`src/rtl/pipeline_pkg.sv`:
```
// pipeline_pkg
// Shared definitions for the SIMD pipeline control logic:
//   - FWD_RF / FWD_WB / FWD_MEM : encodings of the execute-stage operand mux3 select
//   - mc_state_t                : multi-cycle sequencer states
//   - e_tag_t / mw_tag_t        : shadow register tags kept for E and for M/W
//   - fwd_select()              : forwarding decision for one execute-stage operand
// Register addresses are held zero-extended to TAG_AW bits inside the tags, so any
// register address width up to TAG_AW can share these types.
package pipeline_pkg;

  localparam logic [1:0] FWD_RF  = 2'b00;
  localparam logic [1:0] FWD_WB  = 2'b01;
  localparam logic [1:0] FWD_MEM = 2'b10;

  localparam int TAG_AW   = 8;
  localparam int MC_CNT_W = 4;

  typedef enum logic {
    MC_IDLE = 1'b0,
    MC_BUSY = 1'b1
  } mc_state_t;

  typedef struct packed {
    logic [TAG_AW-1:0] ra1;
    logic [TAG_AW-1:0] ra2;
    logic [TAG_AW-1:0] wa;
    logic              rw;
    logic              m2r;
  } e_tag_t;

  typedef struct packed {
    logic [TAG_AW-1:0] wa;
    logic              rw;
  } mw_tag_t;

  // M is younger than W, so its value is the most recent one and wins.
  // Register 0 is an ordinary register here and is forwarded like any other.
  function automatic logic [1:0] fwd_select(input logic [TAG_AW-1:0] ra,
                                            input mw_tag_t           m_tag,
                                            input mw_tag_t           w_tag);
    if (m_tag.rw && (m_tag.wa == ra)) begin
      return FWD_MEM;
    end else if (w_tag.rw && (w_tag.wa == ra)) begin
      return FWD_WB;
    end
    return FWD_RF;
  endfunction

endpackage

```
`src/rtl/mc_sequencer.sv`:
```
// mc_sequencer
// Holds a multi-cycle vector op in the execute stage for MC_CYCLES cycles in total.
// Ports:
//   clk     in  : rising-edge clock
//   reset   in  : synchronous, active-high
//   mc_e    in  : the instruction currently in E is a multi-cycle op
//   stall_e out : hold the execute pipeline register this cycle
// The op's first cycle in E is seen while still MC_IDLE; stall_e is raised right away
// so the op cannot slip out of E on that first edge. The counter then counts the
// remaining cycles down; in the cycle it reads 1 the op finishes, stall_e drops so
// E can advance, and the FSM is back in MC_IDLE the cycle after. A following
// multi-cycle op therefore starts stalling in the very cycle it reaches E.
module mc_sequencer
  import pipeline_pkg::*;
#(
  parameter int MC_CYCLES = 4
) (
  input  logic clk,
  input  logic reset,
  input  logic mc_e,
  output logic stall_e
);

  localparam logic [MC_CNT_W-1:0] CNT_LOAD = MC_CNT_W'(MC_CYCLES - 1);

  mc_state_t           state_q, state_d;
  logic [MC_CNT_W-1:0] count_q, count_d;

  always_ff @(posedge clk) begin
    if (reset) begin
      state_q <= MC_IDLE;
      count_q <= '0;
    end else begin
      state_q <= state_d;
      count_q <= count_d;
    end
  end

  always_comb begin
    state_d = state_q;
    count_d = count_q;
    stall_e = 1'b0;
    case (state_q)
      MC_IDLE: begin
        if (mc_e) begin
          stall_e = 1'b1;
          state_d = MC_BUSY;
          count_d = CNT_LOAD;
        end
      end
      MC_BUSY: begin
        // Count 1 is the op's final cycle in E: release E and return to idle.
        if (count_q > MC_CNT_W'(1)) begin
          stall_e = 1'b1;
          count_d = count_q - MC_CNT_W'(1);
        end else begin
          state_d = MC_IDLE;
          count_d = '0;
        end
      end
      default: begin
        state_d = MC_IDLE;
        count_d = '0;
      end
    endcase
  end

endmodule

```
`src/rtl/forward_hazard_unit.sv`:
```
// forward_hazard_unit
// Pipeline control stage: drives the execute-stage operand mux3 selects and the
// fetch/decode/execute stall and flush lines. It shadows the register tags of the
// instructions in E, M and W itself, so it needs only the decode-stage fields.
// Ports:
//   clk, reset                 : rising-edge clock, synchronous active-high reset
//   ra1_d, ra2_d, wa_d         : decode-stage source / destination register addresses
//   reg_write_d, mem_to_reg_d  : decode instruction writes the register file / is a load
//   multicycle_d               : decode instruction is a multi-cycle vector op
//   branch_taken_e             : branch in E resolved taken
//   forward_a_e, forward_b_e   : operand mux3 selects (00 regfile, 01 ResultW, 10 ALUResultM)
//   stall_f, stall_d, stall_e  : hold the fetch / decode / execute pipeline register
//   flush_d, flush_e           : bubble the decode / execute pipeline register
// Build option FWD_HAZARD_MULTICYCLE_EN: when defined, multi-cycle ops are sequenced
// by mc_sequencer and hold E; when undefined, multicycle_d is ignored and stall_e is 0.
// All outputs are combinational from the shadow tags, the sequencer and the D inputs.
module forward_hazard_unit
  import pipeline_pkg::*;
#(
  parameter int REG_AW    = 4,
  parameter int MC_CYCLES = 4
) (
  input  logic              clk,
  input  logic              reset,
  input  logic [REG_AW-1:0] ra1_d,
  input  logic [REG_AW-1:0] ra2_d,
  input  logic [REG_AW-1:0] wa_d,
  input  logic              reg_write_d,
  input  logic              mem_to_reg_d,
  input  logic              multicycle_d,
  input  logic              branch_taken_e,
  output logic [1:0]        forward_a_e,
  output logic [1:0]        forward_b_e,
  output logic              stall_f,
  output logic              stall_d,
  output logic              stall_e,
  output logic              flush_d,
  output logic              flush_e
);

  logic [TAG_AW-1:0] ra1_x, ra2_x, wa_x;
  e_tag_t            e_q;
  mw_tag_t           m_q, w_q;
  logic              lw_hazard;

  assign ra1_x = TAG_AW'(ra1_d);
  assign ra2_x = TAG_AW'(ra2_d);
  assign wa_x  = TAG_AW'(wa_d);

`ifdef FWD_HAZARD_MULTICYCLE_EN
  logic mc_e_q;

  mc_sequencer #(
    .MC_CYCLES(MC_CYCLES)
  ) u_mc_seq (
    .clk    (clk),
    .reset  (reset),
    .mc_e   (mc_e_q),
    .stall_e(stall_e)
  );

  // The multi-cycle flag follows the same hold/bubble/load rule as the other E tags.
  always_ff @(posedge clk) begin
    if (reset) begin
      mc_e_q <= 1'b0;
    end else if (stall_e) begin
      mc_e_q <= mc_e_q;
    end else if (flush_e) begin
      mc_e_q <= 1'b0;
    end else begin
      mc_e_q <= multicycle_d;
    end
  end
`else
  logic unused_cfg;

  assign unused_cfg = multicycle_d ^ (MC_CYCLES > 1);
  assign stall_e    = 1'b0;
`endif

  assign forward_a_e = fwd_select(e_q.ra1, m_q, w_q);
  assign forward_b_e = fwd_select(e_q.ra2, m_q, w_q);

  // While E is held by a multi-cycle op nothing else may disturb the pipeline, so
  // branch and load-use are only looked at when stall_e is low. A taken branch
  // discards the decode instruction anyway, so it wins over a load-use stall.
  always_comb begin
    lw_hazard = e_q.m2r & e_q.rw & ((e_q.wa == ra1_x) | (e_q.wa == ra2_x));
    stall_f   = stall_e;
    stall_d   = stall_e;
    flush_d   = 1'b0;
    flush_e   = 1'b0;
    if (!stall_e) begin
      if (branch_taken_e) begin
        flush_d = 1'b1;
        flush_e = 1'b1;
      end else if (lw_hazard) begin
        stall_f = 1'b1;
        stall_d = 1'b1;
        flush_e = 1'b1;
      end
    end
  end

  // Shadow tags: E holds under stall_e, M receives a bubble while E is held so the
  // held op is not seen twice downstream, and W always follows M.
  always_ff @(posedge clk) begin
    if (reset) begin
      e_q <= '0;
      m_q <= '0;
      w_q <= '0;
    end else begin
      w_q <= m_q;
      if (stall_e) begin
        m_q <= '0;
      end else begin
        m_q <= '{wa: e_q.wa, rw: e_q.rw};
      end
      if (stall_e) begin
        e_q <= e_q;
      end else if (flush_e) begin
        e_q <= '0;
      end else begin
        e_q <= '{ra1: ra1_x, ra2: ra2_x, wa: wa_x, rw: reg_write_d, m2r: mem_to_reg_d};
      end
    end
  end

endmodule
```
`config.mk`:
```
export PLATFORM = sky130hd
export DESIGN_NAME = forward_hazard_unit
export DESIGN_NICKNAME = d
export VERILOG_FILES = /design/src/rtl/pipeline_pkg.sv /design/src/rtl/mc_sequencer.sv /design/src/rtl/forward_hazard_unit.sv
export SDC_FILE = /design/constraint.sdc
export NUM_CORES = 1
export LEC_CHECK = 0
export CAP_MARGIN = 40
export CORE_UTILIZATION = 47
export CTS_CLUSTER_DIAMETER = 200
export CTS_CLUSTER_SIZE = 25
export DETAILED_ROUTE_END_ITERATION = 8
export PLACE_DENSITY = 0.84
export SKIP_LAST_GASP = 1
export SLEW_MARGIN = 20
export SYNTH_ARGS = -nofsm -noshare
export SYNTH_HDL_FRONTEND = slang
export SYNTH_SLANG_ARGS = --single-unit
```
`constraint.sdc`:
```
create_clock -name clk -period 2 [get_ports clk]
set_input_delay 0.4 -clock clk [delete_from_list [all_inputs] [get_ports clk]]
set_output_delay 0.4 -clock clk [all_outputs]
set_load 0.02 [all_outputs]
```
==> results.sh, run 1 <==
export IMPL_grt_max_degree=15
export IMPL_required_ps=1600
export IMPL_fill_cells=158
export IMPL_synth_area_top_cells="dfxtp_1 (46%), xnor2_1 (13%), xor2_1 (7.6%)"
export IMPL_wire_per_inst_um=13.7
export IMPL_worstSkewPairLatency_ps=320
export IMPL_cts_sinks=24
export IMPL_end_kind="output pin"
export IMPL_core_area_um2=2020
export IMPL_fp_dieH_um=48.9
export IMPL_postRouteAntennaNets=0
export IMPL_drt_total_wl_um=2170
export IMPL_vias=780
export IMPL_synth_ff_type="dfxtp_1"
export IMPL_initial_utilization=0.511
export IMPL_synth_nets=121
export IMPL_critPathLaunchType="input port"
export IMPL_htree_levels=1
export IMPL_design_area_um2=1430
export IMPL_cts_buffers=3
export IMPL_die_area_um2=2390
export IMPL_rsz0062_at_grt="yes"
export IMPL_power_leakage_nw=0.601
export IMPL_antenna_found_initial=0
export IMPL_gp_congestion=0.795
export IMPL_first_global_vias=816
export IMPL_drv_slew=0
export IMPL_powerDensity_nw_per_um2=686
export IMPL_crit_type="input port to output pin"
export IMPL_dpl_cell_area_um2=1300
export IMPL_period_needed_ps=2010
export IMPL_overflow=0
export IMPL_syn2layout_area_growth_pct=38.5
export IMPL_failed_checks="setup timing"
export IMPL_dr_first_iter_drc_count=13
export IMPL_synth_seq_cells=24
export IMPL_synth_edf_count=0
export IMPL_clk_path_buf_depth=2
export IMPL_antenna_cells=0
export IMPL_synth_most_common_cell="dfxtp_1"
export IMPL_synth_top_cell_area_share=0.465
export IMPL_hold_viol=0
export IMPL_netlist_area_um2=1030
export IMPL_std_cell_rows=16
export IMPL_die_w_um=48.9
export IMPL_fin_nets=150
export IMPL_ys_seq_area_frac=0.465
export IMPL_fmax_mhz=496
export IMPL_fin_skew_ps=6.50
export IMPL_drv_cap=0
export IMPL_setup_ws_ps=-14.2
export IMPL_total_power_uw=982
export IMPL_route_detailed_drc=0
export IMPL_synth_avg_cell_area_um2=10.0
export IMPL_cp_max_fo=3
export IMPL_cts_root_buf="clkbuf_4"
export IMPL_drive_gt1_frac=0.298
export IMPL_async_flop_share=0
export IMPL_hp_class="flip-flop to flip-flop"
export IMPL_setup_viol=1
export IMPL_clkSlewWorstSetupHoldPaths_ps=120
export IMPL_synth_cells=103
export IMPL_synth_distinct_cells=19
export IMPL_cts_tree="done"
export IMPL_arrival_ps=1610
export IMPL_fin_crit_sh=1.01
export IMPL_grt_total_usage=0.197
export IMPL_pin_count=27
export IMPL_first_pass_iters=4
export IMPL_yosysWarningCount=0
export IMPL_hpwl_um=1500
export IMPL_synth_commonest_cells="dfxtp_1 (24), xnor2_1 (15), nand2_1 (10), nor2b_1 (10), xor2_1 (9)"
export IMPL_port_buffers=24
export IMPL_yosys_area_top_type="dfxtp_1"
export IMPL_viasPerCell=4.94
export IMPL_status="complete, but fails checks"
export IMPL_peakVddDrop_mv=0.446
export IMPL_grt_first_pass_wirelength_um=3480
-- worst max-delay path: stages --
cell           delay (ps)
dlygate4sd2_1         270
xnor2_1               200
nand4_1               170
a21oi_4               200
and2b_1               160
buf_4                 110
buf_6                 100
-- metrics by stage --
stage	hold slack [ps]	TNS, ps	util	cells	worst slack, ps
6_report	497	-14.2	0.708	158	-14.2
5_1_grt	515	-61.7	0.708	158	-52.7
4_1_cts	490	-29.3	0.682	158	-29.3
3_5_place_dp	473	-1770	0.643	152	-608
3_3_place_gp	460	-1620	0.643	152	-545
2_1_floorplan	438	0	-	103	34.6
-- cell families (layout without fill, tap and decap cells) --
| kind of cell | count (synthesis) | in the layout | synth area share |
|---|---|---|---|
| DFF | 24 | 24 | 0.465 |
| and+or+nand+nor | 46 | 46 | 0.269 |
| AOI/OAI and AO/OA | 1 | 1 | 0.0157 |
| other | 1 | 1 | 0.00363 |
| xor gates and xnor gates | 24 | 24 | 0.203 |
| buffers and inverters | 7 | 35 | 0.0436 |
-- timing repair --
item,CTS,global route
resized for setup,32,22
pin swaps,6,6
endpoints found under the setup margin,7,6
hold buffers,0,0
buffers inserted,2,0
-- layout make-up --
| cell class | count | area, µm² | share of cell area |
|---|---|---|---|
| sequential | 24 | 494 | 0.345 |
| timing repair buffer | 31 | 258 | 0.180 |
| clock inverter | 1 | 30.0 | 0.0210 |
| multi-input combinational | 72 | 593 | 0.414 |
| clock buffer | 3 | 22.5 | 0.0157 |
| tap | 27 | 33.8 | 0.0236 |
-- state kept, by name, indices dropped and copies added (netlist names) --
signal  flops
m_q         5
e_q        14
w_q         5
-- report_power, final --
group          internal [mW]  switching [mW]  total [mW]
Clock                  0.203           0.143       0.346
Sequential             0.493          0.0157       0.509
Combinational         0.0700          0.0571       0.127
-- per-layer routing --
metal,share of wire,vias up,GRT usage
met5,0,-,0
met4,0.017,0,0.0784
met3,0.035,5,0.0280
met2,0.57,29,0.389
met1,0.38,355,0.205
li1,-,391,-
-- path summary, 6_finish.rpt --
path	start	to	slack [ps]	depth (start not counted)
min	e_q[1]$_SDFF_PP0_	m_q[0]$_SDFF_PP0_	500	1
min reg2reg	e_q[1]$_SDFF_PP0_	m_q[0]$_SDFF_PP0_	500	1
max	ra1_d[3]	stall_f	-10	7
max reg2reg	e_q[2]$_SDFF_PP0_	e_q[19]$_SDFF_PP0_	410	6
-- cell usage in the layout, fill, tap and decap left out --
| cell type | Yosys | final |
|---|---|---|
| nor2b_1 | 10 | 10 |
| dfxtp_1 | 24 | 17 |
| bufinv_16 | 0 | 1 |
| nor3_1 | 2 | 2 |
| clkdlybuf4s50_1 | 0 | 9 |
| buf_6 | 1 | 1 |
| and2b_1 | 1 | 1 |
| clkbuf_4 | 0 | 3 |
| a21oi_4 | 1 | 1 |
| xnor2_1 | 15 | 9 |
| xnor2_2 | 0 | 6 |
| dfxtp_4 | 0 | 2 |
| xor2_2 | 0 | 1 |
| nand2_2 | 0 | 1 |
| buf_2 | 0 | 2 |
| nor4_4 | 0 | 2 |
| nor4b_2 | 3 | 3 |
| clkbuf_2 | 0 | 3 |
| conb_1 | 1 | 1 |
| nand4_1 | 2 | 2 |
| nand2_1 | 10 | 9 |
| dfxtp_2 | 0 | 5 |
| or2_2 | 1 | 1 |
| nor2_1 | 8 | 8 |
| xor2_1 | 9 | 8 |
| dlygate4sd2_1 | 0 | 9 |
| buf_4 | 3 | 7 |
| nor4b_1 | 5 | 5 |
| nand3_1 | 2 | 2 |
No activity file was read; power rests on OpenSTA's default activity.
==> run 2, diff against run 1 <==
--- a/config.mk
+++ b/config.mk
@@ -12,7 +12,7 @@
 export DETAILED_ROUTE_END_ITERATION = 8
 export PLACE_DENSITY = 0.84
 export SKIP_LAST_GASP = 1
-export SLEW_MARGIN = 20
+export SLEW_MARGIN = 15
 export SYNTH_ARGS = -nofsm -noshare
 export SYNTH_HDL_FRONTEND = slang
 export SYNTH_SLANG_ARGS = --single-unit
==> results of run 2 <==
Final layout, timing and power as in run 1 (identical DEF).
